## src/rtl/imu_frame_ctrl.sv

```systemverilog
// IMU frame sequencer: assembles 11-byte frames (0x55, type, 8 data bytes, checksum)
// from a UART byte stream, validates them and publishes the decoded words.
module imu_frame_ctrl #(
    parameter int TIMEOUT_CYC = 25000,
    parameter int ERR_W       = 8
) (
    input  logic             clk,
    input  logic             rst_n,
    input  logic [7:0]       rx_byte,
    input  logic             rx_valid,
    output logic [47:0]      acc,
    output logic [47:0]      gyro,
    output logic [47:0]      angle,
    output logic [15:0]      temp,
    output logic             acc_vld,
    output logic             gyro_vld,
    output logic             angle_vld,
    output logic             frame_err,
    output logic             timeout_err,
    output logic [ERR_W-1:0] err_cnt,
    output logic             busy
);

    localparam int         TW      = $clog2(TIMEOUT_CYC);
    localparam logic [TW-1:0] TCNT_LAST = TW'(TIMEOUT_CYC - 1);

    typedef enum logic [1:0] {S_HUNT, S_TYPE, S_DATA, S_SUM} state_t;

    state_t          state;
    logic [7:0]      ftype;
    logic [7:0]      sum;
    logic [2:0]      idx;
    logic [TW-1:0]   tcnt;
    logic [7:0]      dbuf [8];

    function automatic logic [ERR_W-1:0] sat_inc(input logic [ERR_W-1:0] v);
        return (&v) ? v : v + ERR_W'(1);
    endfunction

    // Payload buffer is pure data: no reset needed, only read after a full frame.
    always_ff @(posedge clk) begin
        if (rx_valid && state == S_DATA)
            dbuf[idx] <= rx_byte;
    end

    always_ff @(posedge clk or negedge rst_n) begin
        if (!rst_n) begin
            state       <= S_HUNT;
            ftype       <= 8'h00;
            sum         <= 8'h00;
            idx         <= 3'd0;
            tcnt        <= '0;
            acc         <= '0;
            gyro        <= '0;
            angle       <= '0;
            temp        <= '0;
            acc_vld     <= 1'b0;
            gyro_vld    <= 1'b0;
            angle_vld   <= 1'b0;
            frame_err   <= 1'b0;
            timeout_err <= 1'b0;
            err_cnt     <= '0;
            busy        <= 1'b0;
        end else begin
            acc_vld     <= 1'b0;
            gyro_vld    <= 1'b0;
            angle_vld   <= 1'b0;
            frame_err   <= 1'b0;
            timeout_err <= 1'b0;
            if (rx_valid) begin
                tcnt <= '0;
                case (state)
                    S_HUNT: begin
                        if (rx_byte == 8'h55) begin
                            state <= S_TYPE;
                            sum   <= 8'h55;
                            busy  <= 1'b1;
                        end
                    end
                    S_TYPE: begin
                        if (rx_byte == 8'h51 || rx_byte == 8'h52 || rx_byte == 8'h53) begin
                            ftype <= rx_byte;
                            sum   <= sum + rx_byte;
                            idx   <= 3'd0;
                            state <= S_DATA;
                        end else if (rx_byte == 8'h55) begin
                            sum <= 8'h55;
                        end else begin
                            state <= S_HUNT;
                            busy  <= 1'b0;
                        end
                    end
                    S_DATA: begin
                        sum <= sum + rx_byte;
                        idx <= idx + 3'd1;
                        if (idx == 3'd7)
                            state <= S_SUM;
                    end
                    default: begin
                        state <= S_HUNT;
                        busy  <= 1'b0;
                        if (rx_byte == sum) begin
                            temp <= {dbuf[7], dbuf[6]};
                            case (ftype)
                                8'h51: begin
                                    acc     <= {dbuf[5], dbuf[4], dbuf[3], dbuf[2], dbuf[1], dbuf[0]};
                                    acc_vld <= 1'b1;
                                end
                                8'h52: begin
                                    gyro     <= {dbuf[5], dbuf[4], dbuf[3], dbuf[2], dbuf[1], dbuf[0]};
                                    gyro_vld <= 1'b1;
                                end
                                default: begin
                                    angle     <= {dbuf[5], dbuf[4], dbuf[3], dbuf[2], dbuf[1], dbuf[0]};
                                    angle_vld <= 1'b1;
                                end
                            endcase
                        end else begin
                            frame_err <= 1'b1;
                            err_cnt   <= sat_inc(err_cnt);
                        end
                    end
                endcase
            end else if (state != S_HUNT) begin
                // A byte arriving in the expiry cycle takes the branch above instead.
                if (tcnt == TCNT_LAST) begin
                    state       <= S_HUNT;
                    busy        <= 1'b0;
                    tcnt        <= '0;
                    timeout_err <= 1'b1;
                    err_cnt     <= sat_inc(err_cnt);
                end else begin
                    tcnt <= tcnt + TW'(1);
                end
            end
        end
    end

endmodule

```

## config.mk

```make
export PLATFORM = sky130hd
export DESIGN_NAME = imu_frame_ctrl
export DESIGN_NICKNAME = d
export VERILOG_FILES = /design/src/rtl/imu_frame_ctrl.sv
export SDC_FILE = /design/constraint.sdc
export NUM_CORES = 1
export LEC_CHECK = 0
export ABC_AREA = 0
export BUFFER_PORTS_ARGS = -buffer_cell sky130_fd_sc_hd__buf_4
export CAP_MARGIN = 0
export CORE_ASPECT_RATIO = 2
export CORE_MARGIN = 4
export CORE_UTILIZATION = 30
export CTS_CLUSTER_SIZE = 40
export DETAILED_ROUTE_END_ITERATION = 8
export MAX_ROUTING_LAYER = met4
export SYNTH_ARGS = -nofsm -noshare
export SYNTH_HDL_FRONTEND = slang
export SYNTH_SLANG_ARGS = --single-unit
```

## constraint.sdc

```tcl
create_clock -name clk -period 6.25 [get_ports clk]
set_clock_uncertainty 0.1 [all_clocks]
set_input_delay 0.625 -clock clk [delete_from_list [all_inputs] [get_ports clk]]
set_output_delay 0.625 -clock clk [all_outputs]
set_load 0.05 [all_outputs]
```

==> impl_metrics.py <==
metrics = {
    "finish": {
        "fin_cells": 1345,
        "area_growth_pct": 24.8,
        "fillers": 3305,
        "multiInputGateArea_um2": 3370,
        "regArea_um2": 7180,
        "fin_nets": 909,
        "num_antenna_cells": 0,
        "drive_above_1_share_pct": 40.7,
    },
    "yosys": {
        "yosysMostFrequentCell": "dfrtp_1",
        "ys_warn_count": 0,
        "synth_top_area_share_pct": 49.1,
        "synth_nets": 712,
        "synthTopCellsByCount": "210 x dfrtp_1, 125 x mux2_2, 64 x edfxtp_1",
        "synth_cells": 685,
        "synth-async-reset-ratio_pct": 76.6,
        "yosys-top-cells-area": "dfrtp_1 49%, edfxtp_1 18%, mux2_2 13%, mux2_1 4.2%, ha_1 1.8%",
        "yosys.area.top_type": "dfrtp_1",
        "synth_edf_count": 64,
        "synth_cell_types": 57,
        "synth_area_per_cell_um2": 15.6,
        "seq_area_frac_synth_pct": 67.1,
        "ys_seq_elements": 274,
        "ys.flop_type": "dfrtp_1",
        "synth_area_um2": 10700,
    },
    "route": {
        "ant_nets": 0,
        "via_per_inst": 4.67,
        "drtIter0Drc": 247,
        "wl_per_cell_um": 20.8,
        "route.vias.total": 6277,
        "dr.pass1.iters": 4,
        "wirelength_um": 27900,
        "drc": 0,
    },
    "worst_setup_path": {
        "startpoint_type": "register",
        "worst_path_largest_cell_delay_ps": 810,
        "crit_family": "simple AND/OR/NAND/NOR gates",
        "cp_num_buf_inv": 1,
        "startpoint": "sum[3]",
        "cp_max_fo": 29,
        "r2r-start": "sum[3]",
        "critical_path_class": "reg2reg",
        "worstPathRequired_ps": 6560,
        "reg2reg_depth": 8,
        "arrival_ps": 4180,
        "crit_path_end_kind": "register",
        "crit_chain": "ha_1 > nor4_1 > nand2_1 > nor3_4 > nand2_4 > nor2_4 > buf_4 > mux2_2",
        "critPathSlowestCell": "nor2_4",
        "crit_cells": 8,
    },
    "grt": {
        "grt_pass1_vias": 6786,
        "grt_util_all_layers_pct": 14.7,
        "grt_max_degree": 166,
        "grt.overflow.total": 0,
        "grt_pass1_wl_um": 42400,
        "antenna_found_initial": 0,
    },
    "pwr": {
        "swShare_pct": 25.4,
        "irDropWorstVdd_uv": 361,
        "seqPwrFrac_pct": 50.2,
        "switchingPower_uw": 986,
        "p_leak_uw": 0.00649,
        "p_comb_share_pct": 11.5,
        "total_power_uw": 3880,
        "power.internal_uw": 2890,
        "clkPwrFrac_pct": 38.3,
        "powerDensity_nw_per_um2": 290,
    },
    "timing": {
        "max_freq_mhz": 258,
        "slew_headroom_pct": 32.1,
        "hold_viol": 0,
        "slew_viol_final": 0,
        "tightest_slew_ps": 1020,
        "min_period_over_period_pct": 62.0,
        "layout_min_cycle_time_ps": 3870,
        "rsz0062_at_grt": "no",
        "finalSetupViolations": 0,
        "fin_setup_tns_ps": 0,
    },
    "floorplanning": {
        "initial_core_util_pct": 30.5,
        "rows": 97,
        "die_y_um": 275,
        "ios": 185,
        "core_area_um2": 35100,
        "dieArea_um2": 38900,
        "die_x_um": 142,
    },
    "clock_tree": {
        "clock_sink_count": 274,
        "htree_levels": 1,
        "clk_pin_slew_ps": 70,
        "clock_latency_ps": 520,
        "cts_tree": "built",
        "cts-root-buf": "clkbuf_16",
        "cts_resized": 0,
        "cts_buffers": 25,
        "clock_path_buffers": 3,
    },
    "outcome": {
        "status": "finished, final reports clean",
    },
    "worst_hold_path": {
        "hp-class": "in2reg",
        "min_path_cells": 1,
        "hold_start": "rx_byte[6]",
    },
    "placed_design": {
        "port_buffers": 184,
        "dp_hpwl_um": 20300,
        "globalplace.congestion": 0.827,
        "place_inst": 1299,
    },
    "flow_run": {
        "drv_cap": 0,
    },
}
-- state kept, by name, indices dropped and copies added, names as in the netlist, 2 cells and up --
name     cells
dbuf        64
acc         48
angle       48
gyro        48
temp        16
tcnt        15
err_cnt      8
ftype        8
sum          8
idx          3
state        2
-- path summary, 6_finish.rpt --
kind | slack, ps | to
max in group asynchronous | 4310 | sum[7]
hold / removal | 310 | dbuf[1][6]
hold reg to reg | 370 | ftype[6]
setup reg to reg | 2380 | gyro[6]
setup / recovery | 2380 | gyro[6]
min in group asynchronous | 480 | angle_vld
-- power by group through the flow --
| stage | clock [uW] | sequential (uW) | combinational (uW) |
|---|---|---|---|
| after floorplan | 0 | 2030 | 238 |
| after global placement | 0 | 1980 | 443 |
| after detailed placement | 0 | 1980 | 451 |
| after CTS | 1540 | 1950 | 452 |
| after global routing | 1610 | 1960 | 497 |
| final | 1490 | 1950 | 446 |
-- per-stage QoR --
stage	cell area [um^2]	hold WS (ps)	util [%]	worst slack [ps]
floorplan	10700	229	-	3530
global placement	12600	351	35.8	1840
global route	13400	305	38.1	2170
CTS	13400	300	38.1	2310
detailed placement	12600	361	35.8	1870
finish	13400	309	38.1	2380
-- placed cells by master, fill, tap and decap left out, types with 5 or more instances in the layout --
cell type  Yosys  routed
xnor2_1       12      12
edfxtp_1      64      64
ha_1          15      15
o21ai_0       12      12
nand2b_1      10      10
mux2_2       125     125
and2_1         5       5
nor2_1        27      27
buf_4          6     187
nand3_1       11      11
and3_1         6       6
clkinv_1       0       5
mux2_1        40      40
nor3_1        11       6
a22o_1         5       5
a21oi_1        6       6
clkbuf_16      0      25
nand2_1       28      28
dfrtp_1      210     210
inv_1          6       6
clkbuf_1       4       6
nor3_2         1       6
xor2_1        10      10
nand4_1        6       6
or2_2          5       5
-- layout make-up --
| cell class | count | share of cell area, % |
|---|---|---|
| Clock buffer | 33 | 5.06 |
| Clock inverter | 12 | 0.796 |
| Inverter | 6 | 0.169 |
| Multi-Input combinational cell | 385 | 25.2 |
| Sequential cell | 274 | 53.7 |
| Tap cell | 445 | 4.17 |
| Timing Repair Buffer | 190 | 10.8 |
-- logic make-up (layout without fill, tap and decap cells) --
kind of cell	after synthesis	after routing	synth area share, %
simple gates	131	131	6.64
mux	166	166	17.5
fa+ha+maj	16	16	1.94
compound gates	50	50	3.34
flops	274	274	67.1
buf+inv	26	241	1.73
xor+xnor	22	22	1.80
-- routing by layer --
layer  global-route usage [%]  vias up  share of wire (%)
li1                         -     2868                  -
met5                        -        -                  0
met4                     7.66        0                5.4
met1                     14.3     3188                 33
met2                     27.2      161                 56
met3                     3.03       60                5.9
-- timing repair --
action                    in CTS  in global routing
hold endpoints to repair      45                  0
hold buffers                   1                  0
buffers inserted               0                  0
(Power assumes the default switching activity.)
